$ cat config.mk
export PLATFORM = sky130hd
export DESIGN_NAME = jtdsp16_prog_fetch
export DESIGN_NICKNAME = d
export VERILOG_FILES = /design/src/rtl/jtdsp16_pkg.sv /design/src/rtl/jtdsp16_loop_cache.sv /design/src/rtl/jtdsp16_prog_fetch.sv
export SDC_FILE = /design/constraint.sdc
export NUM_CORES = 1
export LEC_CHECK = 0
export ABC_AREA = 0
export BUFFER_PORTS_ARGS = -buffer_cell sky130_fd_sc_hd__buf_2
export CORE_MARGIN = 2
export CORE_UTILIZATION = 65
export CTS_BUF_LIST = sky130_fd_sc_hd__clkbuf_2 sky130_fd_sc_hd__clkbuf_4 sky130_fd_sc_hd__clkbuf_8
export DETAILED_ROUTE_END_ITERATION = 10
export PLACE_DENSITY = 0.85
export SLEW_MARGIN = 20
export SYNTH_ARGS = -nofsm -noshare
export SYNTH_HDL_FRONTEND = slang
export SYNTH_SLANG_ARGS = --single-unit
$ cat constraint.sdc
create_clock -name clk -period 9.75 [get_ports clk]
set_input_delay 0.975 -clock clk [delete_from_list [all_inputs] [get_ports clk]]
set_output_delay 0.975 -clock clk [all_outputs]
set_load 0.02 [all_outputs]
$ cat src/rtl/jtdsp16_pkg.sv
// Shared definitions for the DSP16 program fetch stage and its do-loop cache.
package jtdsp16_pkg;

   // Number of instructions a do-loop may hold; the do length field is 4 bits.
   localparam int CACHE_DEPTH = 15;

   // Fetch stage state encoding.
   localparam logic [1:0] ST_IDLE = 2'd0;
   localparam logic [1:0] ST_FILL = 2'd1;
   localparam logic [1:0] ST_LOOP = 2'd2;

   // Field positions inside the do instruction operand.
   localparam int DO_N_MSB   = 10;
   localparam int DO_N_LSB   = 7;
   localparam int DO_CNT_MSB = 6;
   localparam int DO_CNT_LSB = 0;

   // Index into the loop cache.
   typedef logic [3:0] cache_idx_t;

endpackage

$ cat src/rtl/jtdsp16_loop_cache.sv
// Storage for the do-loop instruction cache: DEPTH words plus a valid bit each.
module jtdsp16_loop_cache #(
   parameter int DEPTH = 15
) (
   input  logic        clk,
   input  logic        rst,
   input  logic        clear_all,
   input  logic        we,
   input  logic [3:0]  wr_idx,
   input  logic [15:0] wr_data,
   input  logic [3:0]  rd_idx,
   input  logic [3:0]  len,
   output logic [15:0] rd_data,
   output logic        rd_valid,
   output logic        all_valid
);

   logic [15:0]      mem_q [DEPTH];
   logic [DEPTH-1:0] valid_q;
   logic [DEPTH-1:0] valid_d;
   logic             wr_ok;
   logic             rd_ok;

   assign wr_ok = int'(wr_idx) < DEPTH;
   assign rd_ok = int'(rd_idx) < DEPTH;

   // Clearing and writing in the same cycle leaves only the written entry valid.
   always_comb begin
      valid_d = valid_q;
      if (clear_all) begin
         valid_d = '0;
      end
      if (we && wr_ok) begin
         valid_d[wr_idx] = 1'b1;
      end
   end

   // Valid bits are the only cache state that reset has to invalidate.
   always_ff @(posedge clk or posedge rst) begin
      if (rst) begin
         valid_q <= '0;
      end else begin
         valid_q <= valid_d;
      end
   end

   // Word storage; contents are meaningless until the matching valid bit is set.
   always_ff @(posedge clk) begin
      if (we && wr_ok) begin
         mem_q[wr_idx] <= wr_data;
      end
   end

   // Read port plus the "whole loop body captured" flag for the current length.
   always_comb begin
      rd_data   = '0;
      rd_valid  = 1'b0;
      all_valid = 1'b1;
      if (rd_ok) begin
         rd_data  = mem_q[rd_idx];
         rd_valid = valid_q[rd_idx];
      end
      for (int i = 0; i < DEPTH; i++) begin
         if ((i < int'(len)) && !valid_q[i]) begin
            all_valid = 1'b0;
         end
      end
   end

endmodule

$ cat src/rtl/jtdsp16_prog_fetch.sv
// DSP16 program fetch stage: ROM handshake, instruction register and do-loop cache control.
module jtdsp16_prog_fetch #(
   parameter int CACHE_DEPTH = jtdsp16_pkg::CACHE_DEPTH
) (
   input  logic        clk,
   input  logic        rst,
   input  logic        cen,
   input  logic [15:0] rom_addr,
   input  logic        do_start,
   input  logic [10:0] do_data,
   input  logic        do_flush,
   output logic [15:0] ext_addr,
   output logic        ext_cs,
   input  logic [15:0] ext_data,
   input  logic        ext_ok,
   output logic [15:0] ins,
   output logic        ins_valid,
   output logic [15:0] rom_dout,
   output logic        fetch_wait,
   output logic        cache_hit
);
   import jtdsp16_pkg::*;

   logic [1:0]  state_q, state_d;
   logic [15:0] base_q, base_d;
   logic [3:0]  len_q, len_d;
   logic [15:0] ins_q, ins_d;
   logic        ins_valid_q, ins_valid_d;
   logic        cache_hit_q, cache_hit_d;

   logic [15:0] off;
   logic        in_range;
   logic        hit;
   logic [3:0]  do_len;
   logic        do_new;
   logic        do_redo;

   logic        c_we;
   logic        c_clear;
   cache_idx_t  c_widx;
   logic [15:0] c_rd_data;
   logic        c_rd_valid;
   logic        c_all_valid;

   logic        unused_do_count;

   assign unused_do_count = ^do_data[DO_CNT_MSB:DO_CNT_LSB];

   // Loop range check against the registered loop window, wrapping past 0xFFFF.
   always_comb begin
      do_len   = do_data[DO_N_MSB:DO_N_LSB];
      do_new   = do_start && (do_len != 4'd0);
      do_redo  = do_start && (do_len == 4'd0);
      off      = rom_addr - base_q;
      in_range = off < {12'd0, len_q};
      hit      = in_range && c_rd_valid && (state_q != ST_IDLE);
   end

   assign ext_addr   = rom_addr;
   assign ext_cs     = !hit && !rst;
   assign fetch_wait = ext_cs && !ext_ok;
   assign rom_dout   = hit ? c_rd_data : ext_data;

   // Cache write control. The word fetched alongside a new do instruction is the first
   // loop word, so it lands in entry 0 while the rest of the cache is cleared.
   always_comb begin
      c_clear = cen && do_new;
      c_widx  = do_new ? 4'd0 : off[3:0];
      c_we    = cen && ((do_new && (hit || ext_ok)) ||
                        (!hit && ext_ok && in_range && ((state_q == ST_FILL) || do_redo)));
   end

   jtdsp16_loop_cache #(
      .DEPTH     (CACHE_DEPTH)
   ) u_cache (
      .clk       (clk),
      .rst       (rst),
      .clear_all (c_clear),
      .we        (c_we),
      .wr_idx    (c_widx),
      .wr_data   (rom_dout),
      .rd_idx    (off[3:0]),
      .len       (len_q),
      .rd_data   (c_rd_data),
      .rd_valid  (c_rd_valid),
      .all_valid (c_all_valid)
   );

   // Loop FSM: a new do wins over a flush in the same cycle; a redo skips straight to
   // LOOP when the body is still fully cached from the previous run.
   always_comb begin
      state_d = state_q;
      base_d  = base_q;
      len_d   = len_q;
      if (cen) begin
         if (do_new) begin
            base_d  = rom_addr;
            len_d   = do_len;
            state_d = ST_FILL;
         end else if (do_redo) begin
            state_d = c_all_valid ? ST_LOOP : ST_FILL;
         end else if (do_flush) begin
            state_d = ST_IDLE;
         end else if ((state_q == ST_FILL) && c_all_valid) begin
            state_d = ST_LOOP;
         end
      end
   end

   // Instruction register: cache hits never wait, ROM words load only when ext_ok.
   always_comb begin
      ins_d       = ins_q;
      ins_valid_d = ins_valid_q;
      cache_hit_d = cache_hit_q;
      if (cen) begin
         if (hit) begin
            ins_d       = c_rd_data;
            ins_valid_d = 1'b1;
            cache_hit_d = 1'b1;
         end else if (ext_ok) begin
            ins_d       = ext_data;
            ins_valid_d = 1'b1;
            cache_hit_d = 1'b0;
         end else begin
            ins_valid_d = 1'b0;
            cache_hit_d = 1'b0;
         end
      end
   end

   // State registers with asynchronous reset.
   always_ff @(posedge clk or posedge rst) begin
      if (rst) begin
         state_q     <= ST_IDLE;
         base_q      <= '0;
         len_q       <= '0;
         ins_q       <= '0;
         ins_valid_q <= 1'b0;
         cache_hit_q <= 1'b0;
      end else begin
         state_q     <= state_d;
         base_q      <= base_d;
         len_q       <= len_d;
         ins_q       <= ins_d;
         ins_valid_q <= ins_valid_d;
         cache_hit_q <= cache_hit_d;
      end
   end

   assign ins       = ins_q;
   assign ins_valid = ins_valid_q;
   assign cache_hit = cache_hit_q;

endmodule
# Yosys cells after proc, flatten, opt, wreduce, memory -nomap -nowiden
# Memory sizes are Yosys's and may differ from the RTL's.
# Cells that the tools add are included.
# totals
regBits	55
memories	1
elab_cells	128
out_inout_bits	52
mem_bits_rw	240
inputBits	49
# classes
magnitude_cmp	21
n_bitwise	1
muxes	37
n_eq_ne	1
n_reduce_logical	59
n_addsub	1
# mem_list
memory	words	width	rd	rd_clocked_by_memory_dff	write_ports	line_no	text
u_cache.mem_q	15	16	1	0	1	jtdsp16_loop_cache.sv:18	logic [15:0] mem_q [DEPTH];
# op_table
cell	n
$mux W16	4
$logic_and A1 B1 Y1	30
$mux W15	2
$lt A4 B4 Y1 const A	7
$mux W1	23
$logic_not A1 Y1	18
$lt A16 B4 Y1	1
$lt A3 B4 Y1 const A	4
$sub A16 B16 Y16	1
$or A15 B15 Y15	1
$lt A4 B5 Y1 const B	2
$mux W2	5
$lt A1 B4 Y1 const A	2
$lt A2 B4 Y1 const A	2
$lt A4 B4 Y1 const B	2
$reduce_bool A4 Y1	2
$reduce_and A2 Y1	3
$bmux W1 S4	1
$demux W1 S4	1
$ge A4 B1 Y1 const B	1
$logic_not A4 Y1	1
$mux W4	1
$reduce_bool A2 Y1	2
$logic_or A1 B1 Y1	3
$eq A2 B1 Y1 const B	1

# Longest topological paths before layout
# Gate-level depths: netlist of run 1.
# logic_depth
depth_word	22
mapped_depth	20
depth_no_buf	15

# By module
# From an unflattened synthesis of run 1, not the netlist that was laid out.
# hier_totals
cells_unflattened	933
hier_area_um2	13462.9
# modules_own_cells
module	instances	seq_area_each_um2	area_each_um2	cells_per_inst
jtdsp16_loop_cache	1	7582.3	10117.2	520
jtdsp16_prog_fetch	1	1001.0	3345.7	413

# Worst setup path after synthesis of run 1
# OpenSTA, ideal clock, no wires.
# synth_timing
path_kind	input to register
start	input rom_addr[0]
end	memory u_cache.mem_q[7][0], enable pin
t_arrival_ns	5.993
setup_ns	0.409
t_required_ns	9.341
cell_stages	18
path_buffers	3
slack_ns	3.348
cell_sequence	inv_1 ha_1 inv_1 fa_1 xnor2_1 clkinv_1 clkbuf_1 clkbuf_1 ha_1 a21oi_1 nand2_1 a2111o_1 a211o_1 or4_4 buf_6 o32a_1 nand2b_4 nor3_1
# synth_between
elab_chain_cells	15
word_cells_on_any_way	21
cone_classes	add/sub (1); order compare (3); mux (6); reduce/logical (11)
# synth_rtl
element	line_no	text
from (decl)	jtdsp16_prog_fetch.sv:8	input logic [15:0] rom_addr,
$sub A16 B16 Y16 (*)	jtdsp16_prog_fetch.sv:54	off = rom_addr - base_q;
parallel branches: the longest is 14 deep, another holds $lt A16 B4 Y1	-	
to (decl)	jtdsp16_loop_cache.sv:18	
# Mark *: on every way between the ends. The select of a mux whose other input is x is not followed.

# Worst setup path after layout of run 1
# layout_timing
start	input rom_addr[0]
end	output rom_dout[8]
# layout_between
elab_chain_cells	7
word_cells_on_any_way	11
cone_classes	add/sub (1); order compare (2); mux (5); reduce/logical (2); memory (1)
# layout_rtl
element	line_no	text
$sub A16 B16 Y16 (*)	jtdsp16_prog_fetch.sv:54	
parallel branches: the longest is 5 deep, another holds $lt A16 B4 Y1	-	
$mux W16 (*)	jtdsp16_prog_fetch.sv:62	assign rom_dout = hit ? c_rd_data : ext_data;
to (decl)	jtdsp16_prog_fetch.sv:18	output logic [15:0] rom_dout,
# Marks and branches as above.

==> results by group, run 1 <==
Timing
  • Tightest Pin Transition: a little over 0.9 ns
  • Achievable Freq: between 100 and 150 MHz
  • Final setup fails: 0
  • RSZ-0062 raised after global routing: false
  • Endpoints failing hold: 0
  • Slew Limit Fails: 0
  • Setup_tns: 0 ns
  • Clk_skew: between 0.02 and 0.025 ns
  • Final min period: a little under 7 ns
  • Rel. slew slack: 0.377
  • Final worst-path cycle share: 0.700

Placed design
  • Number of buffers added on ports: 93
  • Dpl hpwl: about 19000 µm
  • GPL Wtd Cong: 0.849

Die
  • Total core area: 20200 µm²
  • Initial core utilization: 0.661
  • Die Ht: 147 µm
  • Io pins: between 100 and 150
  • DIE AREA: about 22000 µm²
  • Die width: 147 µm
  • Num rows: 52

Power
  • P_leak: between 5 and 6 nW
  • Maximum VDD drop: between 100 and 150 µV
  • Power Total: roughly 0.0031 W
  • PD cells: 205 nW/µm²

Job
  • Max Cap Viol: 0

Yosys
  • Synth top area cells: edfxtp_1 54%, dfrtp_1 10%, mux4_2 5.7%
  • Synth top cells by count: 240 x edfxtp_1, 89 x nand2_1, 55 x dfrtp_1
  • Syn Inst Count: between 900 and 1000
  • Mean Syn Cell Area: roughly 14 µm²
  • Sequential area share after synthesis: 0.641
  • XOR/XNOR Fraction of Synth Area: 0.00458
  • Synthesis-stage register bit count: slightly below 300
  • Synth async-reset ratio: 0.186
  • Yosys warning count: 0
  • Main combinational cell family by area after synthesis: compound AO/OA/AOI/OAI gates
  • Synth Area in Simple Gates: 0.0887
  • Synth Net Count: around 1000
  • Area share of fa/ha/maj cells after synthesis: 0.0183
  • EDFF count, synth: 240
  • Number of distinct library cells after synthesis: 60
  • Synthesized area: between 10000 and 15000 µm²
  • Area leader, netlist: edfxtp_1
  • Top_reg_cell synth: edfxtp_1
  • Synth top area share: 0.539
  • Post-synthesis mux area share: 0.102
  • Cell with the most instances after synthesis: edfxtp_1
  • Post-synthesis compound-gate area fraction: 0.104

Critical path
  • RR Startpoint: base_q[0]$_DFFE_PP0P_
  • WP data required: 8.78 ns
  • Worst Setup EP: rom_dout[8]
  • RR Endpoint: u_cache.mem_q[12][0]$_DFFE_PP_
  • Setup Crit Path Kind: in2out
  • FF-to-FF path depth: 14
  • CP max FO: 60
  • CP Capture Type: primary output
  • Critical path startpoint category: primary input
  • Arr. time, crit path: just under 6 ns
  • Crit path from: rom_addr[0]
  • Worst reg2reg setup slack: 4.10 ns

Global route
  • Largest net degree at the start of global routing: 76
  • First-pass GRT wire length: about 48000 µm
  • GR Overflow Total: 0
  • Total GRT Usage: 0.288
  • Number of global-route vias before repair: 8785
  • Antenna violations before repair: 0

Drt
  • Via density: between 6 and 7
  • Antenna-violating nets left: 0
  • Drt first-iter violations: 885
  • Vias: about 9000
  • Routed len/inst: approximately 22 µm
  • DR pass1 iterations: 6
  • Routed WL: 30800 µm
  • Residual DRC: 0

Clock network
  • # H-tree levels: 2
  • CTS tree: done
  • Post-CTS sizing: 0
  • Worst-path clk slew: 0.07 ns
  • Post-CTS Setup Repair Bufs: 0
  • Hold_buf cts: 0
  • Skew-Pair Late Insertion Delay: about 0.55 ns
  • Num CTS Buffers: 45
  • CTS Root Cell: clkbuf_8
  • Clk sinks: between 200 and 300
  • Clock buffer depth: 3

Layout
  • Nets: roughly 1100
  • Share of cells above drive strength 1: 0.247
  • Post-layout util: 0.743
  • Synth-to-Final Area Change: 12.3%
  • Antenna Cells: 0

Hold path
  • Min-delay worst type: in2async

Outcome
  • Outcome: finished clean
area by class of cell:
class                      instances  area (µm²)
clock buffer                      63         779
clock inverter                    17        78.8
fill                            1188        5210
inverter                          47         176
multi-input combinational        560        4390
sequential                       295        8580
tap                              270         338
timing repair buffer             121         676
power by group:
group	switching (W)	internal (W)	leakage, nW
Clock	0.000450	0.000515	0.446
Combinational	0.000441	0.000257	2.24
Sequential	0.0000216	0.00139	2.85
metrics by stage:
step | setup slack [ns] | hold WS (ns) | cell area (µm²) | instances
floorplan | 3.35 | 0.454 | 13400 | 978
global placement | 3.07 | 0.487 | 14200 | 1293
detailed placement | 2.99 | 0.494 | 14200 | 1293
CTS | 2.97 | 0.422 | 15000 | 1373
global route | 2.76 | 0.450 | 15000 | 1373
finish | 2.92 | 0.432 | 15000 | 1373
per-layer routing:
| metal | part of all wire | vias up | global-route usage |
|---|---|---|---|
| li1 | - | 3977 | - |
| met1 | 0.39 | 4324 | 0.397 |
| met2 | 0.47 | 592 | 0.454 |
| met3 | 0.11 | 94 | 0.0617 |
| met4 | 0.034 | 0 | 0.118 |
| met5 | 0 | - | 0 |
worst max-delay path, cell delays in order:
cell	delay, ns
buf_2	0.10
inv_1	0.10
ha_4	0.15
inv_1	0.05
fa_2	0.51
buf_4	0.69
ha_1	0.38
nand3_1	0.10
nand2_1	0.08
a2111o_1	0.43
a211o_1	0.23
or4_4	0.58
nor4_1	0.64
a21o_1	0.53
buf_2	0.27
cells by family (layout without fill, tap and decap cells):
| logic type | count (synthesis) | after routing |
|---|---|---|
| flip-flops | 295 | 295 |
| AND/OR/NAND/NOR | 248 | 248 |
| AO/OA/AOI/OAI | 194 | 194 |
| buffers and inverters | 123 | 248 |
| multiplexers | 92 | 92 |
| adder cells (fa/ha/maj) | 19 | 19 |
| XOR/XNOR | 7 | 7 |
flip-flops by register name (all words and copies together), names as in the netlist:
register         flops
ins_valid            1
len_q                4
u_cache.mem_q      240
base_q              16
state_q              2
u_cache.valid_q     15
cache_hit            1
ins                 16
worst min-delay path by stage:
stage	depth (start not counted)	startpoint	slack [ns]	to
floorplan	2	base_q[0]$_DFFE_PP0P_	0.45	base_q[0]$_DFFE_PP0P_
global placement	1	cache_hit$_DFFE_PP0P_	0.49	cache_hit$_DFFE_PP0P_
detailed placement	2	u_cache.valid_q[13]$_DFF_PP0_	0.49	u_cache.valid_q[13]$_DFF_PP0_
CTS	2	rst	0.42	base_q[4]$_DFFE_PP0P_
global route	2	rst	0.45	base_q[4]$_DFFE_PP0P_
finish	2	rst	0.43	base_q[4]$_DFFE_PP0P_
cells in the final DEF (no fill, tap or decap), types with 4 or more instances in the layout:
cell type,count
buf_2,93
o221ai_1,4
a32oi_1,20
o21ai_0,50
ha_1,17
edfxtp_1,240
a21oi_1,29
nor3_1,23
nand2b_1,7
nor4_2,7
nand3_1,36
clkbuf_8,49
mux4_2,34
clkbuf_4,14
a31oi_1,4
or3_1,4
o311ai_0,17
xnor2_1,4
dfrtp_1,55
nor2_1,34
nor2b_1,5
clkinv_1,12
nand2_1,89
a21o_1,23
buf_4,28
mux2_2,20
mux2i_1,38
nand4_1,5
nor4_1,17
a221o_1,17
inv_1,45
o31ai_1,5
nor3_2,6
(Power assumes the default switching activity.)
==> run 2, diff against run 1 <==
- CORE_UTILIZATION: 65 -> 62
- PLACE_DENSITY: 0.85 -> 0.82
- clock period: 9.75 -> 6.7 ns (I/O delays scaled with it)
==> results by group, run 2 (synthesis results as in run 1) <==
Clock network
  • Worst-path clk slew: about 0.060 ns
  • Skew-Pair Late Insertion Delay: approximately 0.56 ns
  • Num CTS Buffers: 45
  • # H-tree levels: 2
  • CTS tree: done
  • CTS Root Cell: clkbuf_8
  • Post-CTS Setup Repair Bufs: 0
  • Clk sinks: about 300
  • Hold_buf cts: 0
  • Post-CTS sizing: 0
  • Clock buffer depth: 3

Die
  • Die Ht: 151 µm
  • Io pins: just over 100
  • Initial core utilization: 0.635
  • Num rows: 53
  • Die width: 151 µm
  • Total core area: between 20000 and 25000 µm²
  • DIE AREA: about 23000 µm²

Timing
  • RSZ-0062 raised after global routing: false
  • Final worst-path cycle share: 0.851
  • Setup_tns: 0 ns
  • Endpoints failing hold: 0
  • Rel. slew slack: 0.397
  • Final setup fails: 0
  • Tightest Pin Transition: between 0.9 and 1 ns
  • Clk_skew: between 0.03 and 0.04 ns
  • Achievable Freq: about 180 MHz
  • Slew Limit Fails: 0
  • Final min period: between 5 and 6 ns

Global route
  • GR Overflow Total: 0
  • Antenna violations before repair: 0
  • Largest net degree at the start of global routing: between 70 and 80
  • Number of global-route vias before repair: 8517
  • First-pass GRT wire length: about 46000 µm
  • Total GRT Usage: 0.264

Power
  • PD cells: about 300 nW/µm²
  • Maximum VDD drop: roughly 230 µV
  • P_leak: roughly 5.6 nW

Layout
  • Most common cell after layout, fill and taps aside: edfxtp_1
  • Synth-to-Final Area Change: 12.6%
  • Nets: ~1100
  • Most flops, register: u_cache.mem_q
  • Share of cells above drive strength 1: 0.253
  • Reg area: between 8000 and 9000 µm²
  • Post-layout instance area: 15100 µm²
  • Max FFs per register: 240
  • Commonest cells after routing, fill and taps aside: 240 x edfxtp_1, 93 x buf_2, 89 x nand2_1, 55 x dfrtp_1, 50 x o21ai_0
  • Fill cells: 1323
  • Multi-input logic area: 4390 µm²
  • Antenna Cells: 0

Drt
  • Via density: 6.46
  • Drt first-iter violations: 839
  • DR pass1 iterations: 5
  • Routed len/inst: around 22 µm
  • Vias: 8938
  • Routed WL: 29800 µm
  • Residual DRC: 0
  • Antenna-violating nets left: 0

Job
  • Max Cap Viol: 0

Placed design
  • GPL Wtd Cong: 0.871
  • Dpl hpwl: 18600 µm
  • Placed standard-cell area: 14200 µm²
  • Number of buffers added on ports: 93

Critical path
  • Max incr delay on CP: 0.57 ns
  • Setup Crit Path Kind: reg2out
  • WP data required: between 6 and 7 ns
  • Cell repeated most along the worst path: ha_1
  • Critical path startpoint category: register
  • Arr. time, crit path: ~5 ns
  • CP Capture Type: primary output
  • Slowest CP cell: or4_4
  • CP max FO: between 40 and 50
  • Crit-path cells: inv_1 > ha_1 > nor2_1 > a21oi_1 > xor2_4 > ha_1 > a221oi_1 > o2111ai_1 > a2111o_1 > a211o_1 > or4_4 > or3_1 > buf_4 > a21o_1 > buf_2

Outcome
  • Outcome: finished clean

Hold path
  • Min-delay worst type: in2async
## run 2: cell count changes in the layout (fill, tap and decap cells not counted)
cell | previous run | this run
buf_4 | 28 | 33
clkinv_2 | 3 | 8
clkbuf_8 | 49 | 46
clkinv_1 | 12 | 10
inv_6 | 0 | 2
bufinv_16 | 0 | 1
clkbuf_4 | 14 | 13
clkinvlp_4 | 3 | 2
nor2_1 | 34 | 33
nor2_2 | 1 | 2
nor4_2 | 7 | 8
nor4_4 | 1 | 0
## run 2: through the flow
stage          setup WS [ns]  hold slack, ns  utilization  std cells  power, W
6_report                1.00          0.0877        0.715       1384   0.00452
5_1_grt                0.758           0.109        0.715       1384   0.00471
4_1_cts                 1.02          0.0871        0.714       1384   0.00452
3_5_place_dp            1.18           0.500        0.673       1303   0.00311
3_3_place_gp            1.25           0.486        0.673       1303   0.00308
2_1_floorplan          0.603           0.454            -        978   0.00282
## run 2: path summary, 6_finish.rpt
path,startpoint,cells after the start,to,slack (ns)
setup / recovery,base_q[2]$_DFFE_PP0P_,15,rom_dout[5],1.0
hold / removal,rst,2,base_q[11]$_DFFE_PP0P_,0.09
setup reg to reg,base_q[2]$_DFFE_PP0P_,15,u_cache.mem_q[3][3]$_DFFE_PP_,2.02
hold reg to reg,cache_hit$_DFFE_PP0P_,1,cache_hit$_DFFE_PP0P_,0.51
max in group asynchronous,rst,3,u_cache.valid_q[10]$_DFF_PP0_,5.73
min in group clk,rom_addr[6],3,base_q[6]$_DFFE_PP0P_,0.35
## run 2: worst max-delay path: cells and delay by family (launching register included)
kind | cells | cell delay (ns)
AND/OR/NAND/NOR | 3 | 1.05
AO/OA/AOI/OAI | 6 | 1.83
buffers and inverters | 3 | 0.60
flip-flops | 1 | 0.32
XOR/XNOR | 1 | 0.12
adder cells (fa/ha/maj) | 2 | 0.55
## run 2: layout make-up
cell class	count	share of cell area
clock buffers	59	0.0485
clock inverters	22	0.00905
inverters	47	0.0117
multi-input cells	560	0.291
flip-flops and latches	295	0.569
well taps	275	0.0228
repair buffers	126	0.0473
## run 2: where the power goes
part | internal (W) | leakage [nW] | total (W) | switching [W]
logic | 0.000376 | 2.25 | 0.00104 | 0.000660
clock network | 0.000756 | 0.459 | 0.00143 | 0.000672
registers | 0.00203 | 2.85 | 0.00206 | 0.0000279
total | 0.00316 | 5.56 | 0.00452 | 0.00136
## run 2: per-layer routing
metal,GRT usage,vias up,wire [µm]
li1,-,3985,-
met1,0.366,4376,11900
met2,0.418,522,14100
met3,0.0593,55,3230
met4,0.0949,0,575
met5,0,-,0
==> run 3, diff against run 2 <==
- clock period: 6.7 -> 6.4 ns (I/O delays scaled with it)
==> results by group, run 3 (synthesis results as in run 1) <==
Outcome
  • Outcome: finished clean

Critical path
  • RR Endpoint: u_cache.mem_q[0][4]$_DFFE_PP_
  • CP max FO: just under 50
  • Critical path startpoint category: register
  • WP data required: between 5 and 6 ns
  • CP Capture Type: primary output
  • Setup Crit Path Kind: reg2out
  • FF-to-FF path depth: 15
  • Worst reg2reg setup slack: between 1.5 and 2 ns
  • Arr. time, crit path: between 5 and 6 ns
  • Crit path from: base_q[2]$_DFFE_PP0P_
  • RR Startpoint: base_q[2]$_DFFE_PP0P_
  • Worst Setup EP: rom_dout[12]

Layout
  • Most common cell after layout, fill and taps aside: edfxtp_1
  • Share of cells above drive strength 1: 0.251
  • Fill cells: 1303
  • Post-route non-filler standard cell count: 1388
  • Antenna Cells: 0
  • Commonest cells after routing, fill and taps aside: 240 x edfxtp_1, 93 x buf_2, 89 x nand2_1, 55 x dfrtp_1
  • Nets: ~1100
  • Max FFs per register: 240
  • Post-layout instance area: between 15000 and 20000 µm²
  • Most flops, register: u_cache.mem_q
  • Synth-to-Final Area Change: 12.9%

Timing
  • Final worst-path cycle share: 0.902
  • Achievable Freq: 173 MHz
  • Slew Limit Fails: 0
  • Rel. slew slack: 0.229
  • Setup_tns: 0 ns
  • Worst setup margin: 0.629 ns
  • Endpoints failing hold: 0
  • RSZ-0062 raised after global routing: false
  • Fin Hold WS: 0.0354 ns
  • Final min period: 5.77 ns
  • Final setup fails: 0
  • Clk_skew: roughly 0.035 ns
  • Tightest Pin Transition: around 1.2 ns

Drt
  • Vias: just under 9000
  • Drt first-iter violations: roughly 1100
  • Residual DRC: 0
  • Routed len/inst: between 20 and 25 µm
  • Antenna-violating nets left: 0
  • Via density: 6.42
  • DR pass1 iterations: 5
  • Routed WL: between 30000 and 40000 µm

Global route
  • First-pass GRT wire length: approximately 46000 µm
  • Largest net degree at the start of global routing: 75
  • Total GRT Usage: 0.269
  • GR Overflow Total: 0
  • Antenna violations before repair: 0
  • Number of global-route vias before repair: ~8600

Die
  • Die Ht: 151 µm
  • Initial core utilization: 0.635
  • DIE AREA: about 23000 µm²
  • Io pins: between 100 and 150
  • Die width: 151 µm
  • Num rows: 53
  • Total core area: roughly 21000 µm²

Power
  • Maximum VDD drop: between 200 and 300 µV
  • PD cells: 318 nW/µm²
  • P_leak: ~5.6 nW

Clock network
  • Worst-path clk slew: 0.06 ns
  • Num CTS Buffers: 47
  • CTS tree: done
  • Clk sinks: a little under 300
  • Post-CTS sizing: 0
  • Hold_buf cts: 0
  • # H-tree levels: 2
  • Clock buffer depth: 3
  • Post-CTS Setup Repair Bufs: 0
  • CTS Root Cell: clkbuf_8
  • Skew-Pair Late Insertion Delay: 0.59 ns

Placed design
  • DP Cell Count: ~1300
  • GPL Wtd Cong: 0.878
  • Dpl hpwl: 18800 µm
  • Number of buffers added on ports: 93
  • Pre-CTS WS: 0.881 ns
  • Placed standard-cell area: about 14000 µm²

Job
  • Max Cap Viol: 0

Hold path
  • Min-delay worst type: in2async
run 3: cell count changes in the layout (fill, tap and decap cells not counted), sizes merged:
cell,change
buf,-1
clkbuf,+5
clkinv,+2
clkinvlp,-1
inv,-1
run 3: worst min path at each step:
stage               slack, ns                      to  depth (start not counted)
floorplan                0.45   base_q[0]$_DFFE_PP0P_                          2
global placement         0.49   cache_hit$_DFFE_PP0P_                          1
detailed placement       0.49   cache_hit$_DFFE_PP0P_                          1
CTS                      0.01   base_q[0]$_DFFE_PP0P_                          2
global route             0.03   base_q[0]$_DFFE_PP0P_                          2
finish                   0.04  base_q[11]$_DFFE_PP0P_                          2
run 3: metal layers:
metal	wire (µm)	vias up	global-route usage
met3	3200	62	0.0735
met1	11900	4324	0.371
met2	14500	532	0.422
li1	-	3989	-
met4	590	0	0.0869
met5	0	-	0
run 3: final cells by class:
cell class / count / area, µm² / share of cell area
Sequential cell: 295 / 8580 / 0.568
Multi-Input combinational cell: 560 / 4390 / 0.290
Clock buffer: 64 / 793 / 0.0525
Timing Repair Buffer: 125 / 706 / 0.0467
Tap cell: 275 / 344 / 0.0228
Inverter: 47 / 176 / 0.0117
Clock inverter: 22 / 126 / 0.00836
run 3: report_power, final:
group	total [W]	switching (W)	internal (W)	leakage, nW
clock network	0.00157	0.000723	0.000846	0.486
registers	0.00215	0.0000288	0.00212	2.85
logic	0.00109	0.000695	0.000393	2.25
run 3: critical path, stage by stage (launching register included):
cell	delay (ns)
dfrtp_1	0.33
inv_1	0.05
ha_1	0.35
nor2_1	0.09
a21oi_1	0.37
xor2_4	0.12
ha_1	0.20
a221oi_1	0.25
o2111ai_1	0.18
a2111o_1	0.43
a211o_1	0.23
or4_4	0.57
or3_1	0.39
buf_4	0.28
a21o_1	0.44
buf_2	0.27
run 3: stage by stage:
| stage | utilization | total power (W) |
|---|---|---|
| floorplan | - | 0.00295 |
| global placement | 0.673 | 0.00322 |
| detailed placement | 0.673 | 0.00326 |
| CTS | 0.717 | 0.00482 |
| global route | 0.717 | 0.00500 |
| finish | 0.717 | 0.00481 |
